$ cat src/rtl/dmem_arbiter_if.sv
// Bus bundle between the per-core ld/st logic, the dmem macro and dmem_arbiter.
// slave  : arbiter view (takes requests and mem_q, drives acks and the dmem port)
// master : requester/memory-side view (drives requests and mem_q)
interface dmem_arbiter_if #(
  parameter int NREQ = 4,
  parameter int AW   = 16,
  parameter int DW   = 16
);
  localparam int IDW = $clog2(NREQ);

  logic                 stop;
  logic [NREQ-1:0]      req;
  logic [NREQ-1:0]      we;
  logic [NREQ*AW-1:0]   addr;
  logic [NREQ*DW-1:0]   wdata;
  logic [NREQ-1:0]      ack;
  logic [DW-1:0]        rdata;
  logic [AW-1:0]        mem_addr;
  logic [DW-1:0]        mem_data;
  logic                 mem_wren;
  logic [DW-1:0]        mem_q;
  logic                 busy;
  logic [IDW-1:0]       gnt_id;

  modport slave (
    input  stop, req, we, addr, wdata, mem_q,
    output ack, rdata, mem_addr, mem_data, mem_wren, busy, gnt_id
  );

  modport master (
    output stop, req, we, addr, wdata, mem_q,
    input  ack, rdata, mem_addr, mem_data, mem_wren, busy, gnt_id
  );
endinterface

$ cat src/rtl/dmem_arbiter.sv
// dmem_arbiter: round-robin arbiter sharing the single-port dmem between NREQ cores.
// IDLE -> ACCESS -> RESP -> (ACCESS | IDLE); one access every two cycles back to back.
// Optional build macro: DMEM_ARB_FIXED_PRIO_EN selects fixed priority (lowest index wins)
// instead of round-robin; the rotating pointer is then tied to 0.
module dmem_arbiter #(
  parameter int NREQ = 4,
  parameter int AW   = 16,
  parameter int DW   = 16
) (
  input  logic             CLK,
  input  logic             RSTN,
  dmem_arbiter_if.slave    bus
);
  localparam int IDW = $clog2(NREQ);

  localparam logic [1:0] ST_IDLE   = 2'd0;
  localparam logic [1:0] ST_ACCESS = 2'd1;
  localparam logic [1:0] ST_RESP   = 2'd2;

  logic [1:0]      state_q,    state_d;
  logic [IDW-1:0]  gnt_id_q,   gnt_id_d;
  logic [AW-1:0]   cmd_addr_q, cmd_addr_d;
  logic [DW-1:0]   cmd_data_q, cmd_data_d;
  logic            cmd_we_q,   cmd_we_d;
  logic [DW-1:0]   rdata_q,    rdata_d;

  logic [IDW-1:0]  rr_ptr;
  logic [IDW-1:0]  rr_next;
  logic [NREQ-1:0] eligible;
  logic            win_vld;
  logic [IDW-1:0]  win_id;
  logic            grant;
  logic [NREQ-1:0] ack;
  int              idx;

`ifdef DMEM_ARB_FIXED_PRIO_EN
  // Fixed priority: search always starts at core 0.
  assign rr_ptr = '0;
`else
  logic [IDW-1:0] rr_ptr_q, rr_ptr_d;

  // Pointer advances past each winner so every core gets a turn.
  always_comb begin
    rr_ptr_d = rr_ptr_q;
    if (grant) rr_ptr_d = rr_next;
  end

  // Round-robin pointer register.
  always_ff @(posedge CLK or negedge RSTN) begin
    if (!RSTN) rr_ptr_q <= '0;
    else       rr_ptr_q <= rr_ptr_d;
  end

  assign rr_ptr = rr_ptr_q;
`endif

  // Requests that may be granted now; the core just acked is masked for its ack cycle only.
  always_comb begin
    eligible = '0;
    if (state_q == ST_IDLE)
      eligible = bus.req;
    else if (state_q == ST_RESP)
      eligible = bus.req & ~(NREQ'(1) << gnt_id_q);
  end

  // Search from rr_ptr upward with wrap; first set bit wins.
  always_comb begin
    win_vld = 1'b0;
    win_id  = '0;
    idx     = 0;
    for (int k = 0; k < NREQ; k++) begin
      idx = (int'(rr_ptr) + k) % NREQ;
      if (!win_vld && eligible[IDW'(idx)]) begin
        win_vld = 1'b1;
        win_id  = IDW'(idx);
      end
    end
  end

  assign grant   = win_vld && !bus.stop;
  assign rr_next = (win_id == IDW'(NREQ - 1)) ? '0 : win_id + IDW'(1);

  // FSM next state, command capture on grant, load data capture at end of ACCESS.
  always_comb begin
    state_d    = state_q;
    gnt_id_d   = gnt_id_q;
    cmd_addr_d = cmd_addr_q;
    cmd_data_d = cmd_data_q;
    cmd_we_d   = cmd_we_q;
    rdata_d    = rdata_q;

    if (grant) begin
      gnt_id_d   = win_id;
      cmd_addr_d = bus.addr[int'(win_id)*AW +: AW];
      cmd_data_d = bus.wdata[int'(win_id)*DW +: DW];
      cmd_we_d   = bus.we[win_id];
    end

    case (state_q)
      ST_IDLE: begin
        if (grant) state_d = ST_ACCESS;
      end
      ST_ACCESS: begin
        state_d = ST_RESP;
        if (!cmd_we_q) rdata_d = bus.mem_q;
      end
      ST_RESP: begin
        state_d = grant ? ST_ACCESS : ST_IDLE;
      end
      default: state_d = ST_IDLE;
    endcase
  end

  // State and command registers; reset aborts any access in flight.
  always_ff @(posedge CLK or negedge RSTN) begin
    if (!RSTN) begin
      state_q    <= ST_IDLE;
      gnt_id_q   <= '0;
      cmd_addr_q <= '0;
      cmd_data_q <= '0;
      cmd_we_q   <= 1'b0;
      rdata_q    <= '0;
    end else begin
      state_q    <= state_d;
      gnt_id_q   <= gnt_id_d;
      cmd_addr_q <= cmd_addr_d;
      cmd_data_q <= cmd_data_d;
      cmd_we_q   <= cmd_we_d;
      rdata_q    <= rdata_d;
    end
  end

  // One-hot ack to the granted core during RESP.
  always_comb begin
    ack = '0;
    if (state_q == ST_RESP) ack[gnt_id_q] = 1'b1;
  end

  assign bus.ack      = ack;
  assign bus.rdata    = rdata_q;
  assign bus.mem_addr = cmd_addr_q;
  assign bus.mem_data = cmd_data_q;
  assign bus.mem_wren = (state_q == ST_ACCESS) && cmd_we_q;
  assign bus.busy     = (state_q != ST_IDLE);
  assign bus.gnt_id   = gnt_id_q;

  // Protocol invariants.
  a_ack_onehot: assert property (@(posedge CLK) disable iff (!RSTN) $onehot0(bus.ack));
  a_wren_access: assert property (@(posedge CLK) disable iff (!RSTN)
                                  bus.mem_wren |-> (state_q == ST_ACCESS));

endmodule

$ cat src/flat_wrapper.sv
// flat-port wrapper written by rule: the top's interface ports become plain ports
module dmem_arbiter_flat 
#(
  parameter int NREQ = 4,
  parameter int AW   = 16,
  parameter int DW   = 16
)
  (CLK, RSTN, bus_stop, bus_req, bus_we, bus_addr, bus_wdata, bus_mem_q, bus_ack, bus_rdata, bus_mem_addr, bus_mem_data, bus_mem_wren, bus_busy, bus_gnt_id);
  dmem_arbiter_if #(.NREQ(NREQ), .AW(AW), .DW(DW)) bus_i ();
  input  logic CLK;
  input  logic RSTN;
  input wire logic [$bits(bus_i.stop)-1:0] bus_stop;
  input wire logic [$bits(bus_i.req)-1:0] bus_req;
  input wire logic [$bits(bus_i.we)-1:0] bus_we;
  input wire logic [$bits(bus_i.addr)-1:0] bus_addr;
  input wire logic [$bits(bus_i.wdata)-1:0] bus_wdata;
  input wire logic [$bits(bus_i.mem_q)-1:0] bus_mem_q;
  output wire logic [$bits(bus_i.ack)-1:0] bus_ack;
  output wire logic [$bits(bus_i.rdata)-1:0] bus_rdata;
  output wire logic [$bits(bus_i.mem_addr)-1:0] bus_mem_addr;
  output wire logic [$bits(bus_i.mem_data)-1:0] bus_mem_data;
  output wire logic [$bits(bus_i.mem_wren)-1:0] bus_mem_wren;
  output wire logic [$bits(bus_i.busy)-1:0] bus_busy;
  output wire logic [$bits(bus_i.gnt_id)-1:0] bus_gnt_id;
  assign bus_i.stop = bus_stop;
  assign bus_i.req = bus_req;
  assign bus_i.we = bus_we;
  assign bus_i.addr = bus_addr;
  assign bus_i.wdata = bus_wdata;
  assign bus_i.mem_q = bus_mem_q;
  assign bus_ack = bus_i.ack;
  assign bus_rdata = bus_i.rdata;
  assign bus_mem_addr = bus_i.mem_addr;
  assign bus_mem_data = bus_i.mem_data;
  assign bus_mem_wren = bus_i.mem_wren;
  assign bus_busy = bus_i.busy;
  assign bus_gnt_id = bus_i.gnt_id;
  dmem_arbiter #(.NREQ(NREQ), .AW(AW), .DW(DW)) u_core (.CLK(CLK), .RSTN(RSTN), .bus(bus_i));
endmodule
$ cat config.mk
export PLATFORM = sky130hd
export DESIGN_NAME = dmem_arbiter_flat
export DESIGN_NICKNAME = d
export VERILOG_FILES = /design/src/rtl/dmem_arbiter_if.sv /design/src/rtl/dmem_arbiter.sv /design/src/flat_wrapper.sv
export SDC_FILE = /design/constraint.sdc
export NUM_CORES = 1
export LEC_CHECK = 0
export BUFFER_PORTS_ARGS = -buffer_cell sky130_fd_sc_hd__buf_2
export CAP_MARGIN = 10
export CORE_MARGIN = 2
export CORE_UTILIZATION = 42
export DETAILED_ROUTE_END_ITERATION = 7
export GPL_TIMING_DRIVEN = 0
export PLACE_DENSITY = 0.78
export SLEW_MARGIN = 20
export SYNTH_ARGS = -nofsm -noshare
export SYNTH_HDL_FRONTEND = slang
export SYNTH_SLANG_ARGS = --single-unit
$ cat constraint.sdc
create_clock -name CLK -period 2.2 [get_ports CLK]
set_input_delay 0.11 -clock CLK [delete_from_list [all_inputs] [get_ports CLK]]
set_output_delay 0.11 -clock CLK [all_outputs]
set_load 0.03 [all_outputs]
==> impl_metrics.tcl <==
set metrics [dict create \
    final-instance-count-excl-fill 600 \
    maxSlewHeadroom 0.547 \
    numClockSinks 55 \
    via_count_of_the_first_global_routing_pass 3161 \
    die_x_um 90.5 \
    n_antenna_cell 0 \
    drv_slew 0 \
    place.gp.congestion 0.832 \
    drtIter0Drc 66 \
    area_growth_pct 48.6 \
    setup-tns-final_ps 0 \
    placementRows 31 \
    critical_setup_path_kind "flip-flop to flip-flop" \
    postSynth.topFlopCell "sky130_fd_sc_hd__dfrtp_1" \
    groute.usage.overall 0.226 \
    ioPinCount 211 \
    worst_pin_slew_ps 680 \
    total_leakage_power_uw 0.00239 \
    synthSimpleGateAreaFrac 0.103 \
    cts_buffers 5 \
    cts.root.buffer_cell "sky130_fd_sc_hd__clkbuf_8" \
    synthesis.area_um2 3140 \
    fin_util 0.644 \
    dpl.cell_count 584 \
    via_count 3072 \
    ir_drop_worst_case_vdd_mv 0.735 \
    floorplan.die_area_um2 8190 \
    clock_insertion_delay_worst_skew_ps 310 \
    worst_ep_required_time_ps 2390 \
    synth_fa_ha_area_frac 0 \
    viasPerCell 5.12 \
    worst_hold_path_type "primary input to flip-flop" \
    worst_clock_skew_ps 10.5 \
    detail-route-antenna-nets 0 \
    synth.yosys.seq_area_share 0.438 \
    power_per_cell_area_nw_per_um2 1260 \
    synth_largest_area_cell "sky130_fd_sc_hd__dfrtp_1" \
    run_status "finished, final reports clean" \
    critPathMaxFanout 10 \
    critPathArrivalTime_ps 2340 \
    max_cap_violations 0 \
    yosys_register_bits 55 \
    crit_path_capture_type "flip-flop" \
    max_freq_mhz 465 \
    synthMuxAreaShare 0.271 \
    synth_top_family_by_area "multiplexers" \
    tritoncts "built" \
    worstSetupStartpointType "flip-flop" \
    buffer_ports.inserted 210 \
    floorplan.initialDensity 0.433 \
    synth-xor-area-share 0 \
    post_synth_edffs 0 \
    synth_fp_nets 430 \
    netlist_instances 275 \
    firstDrtPassIters 4 \
    yosys.cell_types.count 43 \
    clk_transition_reported_paths_ps 110 \
    grt_pass1_wl_um 15000 \
    dieHeight_um 90.5 \
    final.period_utilization 0.978 \
    core_region_um2 7250 \
    post-route-drc-count 0 \
    synth_compound_area_frac 0.131 \
    layout-drive-gt1-share 0.571 \
    asyncSetResetFlopFracSynth 1.00 \
    grt_setup_unrepaired "true" \
    htreeDepth 2 \
    yosys_warnings 0 \
    dpl.hpwl_um 7390 \
    ctsLongestPathBuffers 2 \
    post_synth_top_area_share 0.438 \
    num-nets-final 655 \
    detail_route.wl_per_cell_um 16.2 \
    netlist_top_cells_area "sky130_fd_sc_hd__dfrtp_1, sky130_fd_sc_hd__mux2i_1, sky130_fd_sc_hd__o221ai_1, sky130_fd_sc_hd__mux2_2, sky130_fd_sc_hd__nand2_1" \
    period_needed_ps 2150 \
    setup_viol 0 \
    finalHoldViolations 0 \
    detail_route.wirelength_um 9730 \
    globalRoute.totalOverflow 0 \
    grt_max_degree 56 \
    antenna_violations_before_repair 0 \
    post_synth.cell_area_avg_um2 11.4 \
]
-- registers in the layout, indices dropped and copies added (netlist names) --
signal / cells
u_core.bus.mem_addr: 16
u_core.bus.mem_data: 16
u_core.bus.rdata: 16
u_core.bus.gnt_id: 2
u_core.rr_ptr: 2
u_core.state_q: 2
u_core.cmd_we_q: 1
-- logic make-up after synthesis --
kind of cell,Yosys count
multiplexers,83
AND/OR/NAND/NOR,65
flip-flops,55
AO/OA/AOI/OAI,47
buffers and inverters,25
-- where the power goes --
group / switching [uW] / total (uW) / internal, uW / leakage, uW
logic: 2070 / 3430 / 1360 / 0.00166
clock network: 350 / 694 / 343 / 0.0000548
registers: 283 / 1770 / 1490 / 0.000666
total: 2700 / 5900 / 3200 / 0.00239
-- per-layer routing --
| layer | GRT usage | vias to the layer above | part of all wire |
|---|---|---|---|
| met3 | 0.0543 | 6 | 0.074 |
| met5 | 0 | - | 0 |
| met1 | 0.263 | 1442 | 0.39 |
| met2 | 0.416 | 137 | 0.53 |
| li1 | - | 1487 | - |
| met4 | 0.0513 | 0 | 0.0080 |
-- cells in the final DEF, fill, tap and decap left out, types with 2 or more instances in the layout --
master and n:
sky130_fd_sc_hd__clkbuf_8 6, sky130_fd_sc_hd__nor2_1 5, sky130_fd_sc_hd__buf_12 4, sky130_fd_sc_hd__nor2b_1 3
sky130_fd_sc_hd__mux2_2 17, sky130_fd_sc_hd__buf_2 213, sky130_fd_sc_hd__buf_6 6, sky130_fd_sc_hd__mux2i_4 2
sky130_fd_sc_hd__dfrtp_1 53, sky130_fd_sc_hd__o221ai_1 28, sky130_fd_sc_hd__o221ai_2 5, sky130_fd_sc_hd__and3b_1 2
sky130_fd_sc_hd__or2_1 2, sky130_fd_sc_hd__mux2i_2 4, sky130_fd_sc_hd__nand3b_1 2, sky130_fd_sc_hd__mux2i_1 60
sky130_fd_sc_hd__nand2_1 39, sky130_fd_sc_hd__nor4bb_1 2, sky130_fd_sc_hd__buf_4 8, sky130_fd_sc_hd__clkbuf_2 6
sky130_fd_sc_hd__dfrtp_2 2
-- critical path: stages (launching register included) --
cell and delay (ps):
sky130_fd_sc_hd__dfrtp_1 400, sky130_fd_sc_hd__buf_6 140, sky130_fd_sc_hd__and3b_1 190, sky130_fd_sc_hd__or2_1 280, sky130_fd_sc_hd__o2bb2ai_1 280, sky130_fd_sc_hd__a21oi_4 90
sky130_fd_sc_hd__buf_12 160, sky130_fd_sc_hd__buf_12 140, sky130_fd_sc_hd__mux2i_2 190, sky130_fd_sc_hd__o221ai_1 130
-- area by class of cell --
cell class                      instances  area [um2]
Clock buffer                            5        68.8
Timing Repair Buffer                  218        1140
Tap cell                               99         124
Inverter                                2        7.51
Clock inverter                          3        46.3
Sequential cell                        55        1380
Multi-Input combinational cell        195        1690
Fill cell                             597        2580
Buffer                                 23         219
-- metrics by stage --
step / hold WS [ps] / instance area [um2] / total power (uW) / setup WS [ps]
2_1_floorplan: -186 / 3140 / 3980 / 26.7
3_3_place_gp: 341 / 4320 / 4890 / -81.8
3_5_place_dp: 203 / 4320 / 4970 / -165
4_1_cts: 7.40 / 4500 / 5730 / 10.4
5_1_grt: 2.57 / 4670 / 6220 / -72.9
6_report: 16.1 / 4670 / 5900 / 48.4
-- cells in the mapped netlist, drive strengths merged (2+ instances only) --
cell type  number
mux2i          66
o311ai          2
inv             2
clkbuf          8
nor3b           2
or2             3
o221ai         33
mux2           17
nand3b          2
and3b           2
buf            15
nor2            5
nand2          40
nor2b           3
o21ai           3
nor4bb          2
dfrtp          55
-- path summary, 6_finish.rpt --
| check | startpoint | slack (ps) | endpoint | cells after the start |
|---|---|---|---|---|
| setup / recovery | u_core.bus.gnt_id[0]$_DFFE_PN0P_ | 50 | u_core.bus.mem_addr[3]$_DFFE_PN0P_ | 9 |
| hold / removal | bus_mem_q[1] | 20 | u_core.bus.rdata[1]$_DFFE_PN0P_ | 2 |
| setup reg to reg | u_core.bus.gnt_id[0]$_DFFE_PN0P_ | 50 | u_core.bus.mem_addr[3]$_DFFE_PN0P_ | 9 |
| hold reg to reg | u_core.bus.mem_data[1]$_DFFE_PN0P_ | 490 | u_core.bus.mem_data[1]$_DFFE_PN0P_ | 2 |
| max in group asynchronous | RSTN | 1340 | u_core.state_q[1]$_DFFE_PN0P_ | 2 |
| min in group asynchronous | RSTN | 360 | u_core.bus.mem_addr[1]$_DFFE_PN0P_ | 2 |
-- repair_timing --
| action | 4_1_cts | 5_1_grt |
|---|---|---|
| setup buffers | 3 | 3 |
| hold endpoints to repair | 55 | 0 |
| hold buffers | 1 | 0 |
| setup endpoints to repair | 32 | 46 |
| gates cloned | 0 | 1 |
| pin swaps | 2 | 14 |
| gates resized for setup | 11 | 29 |
Note: power is estimated with default switching activity, not from simulation.
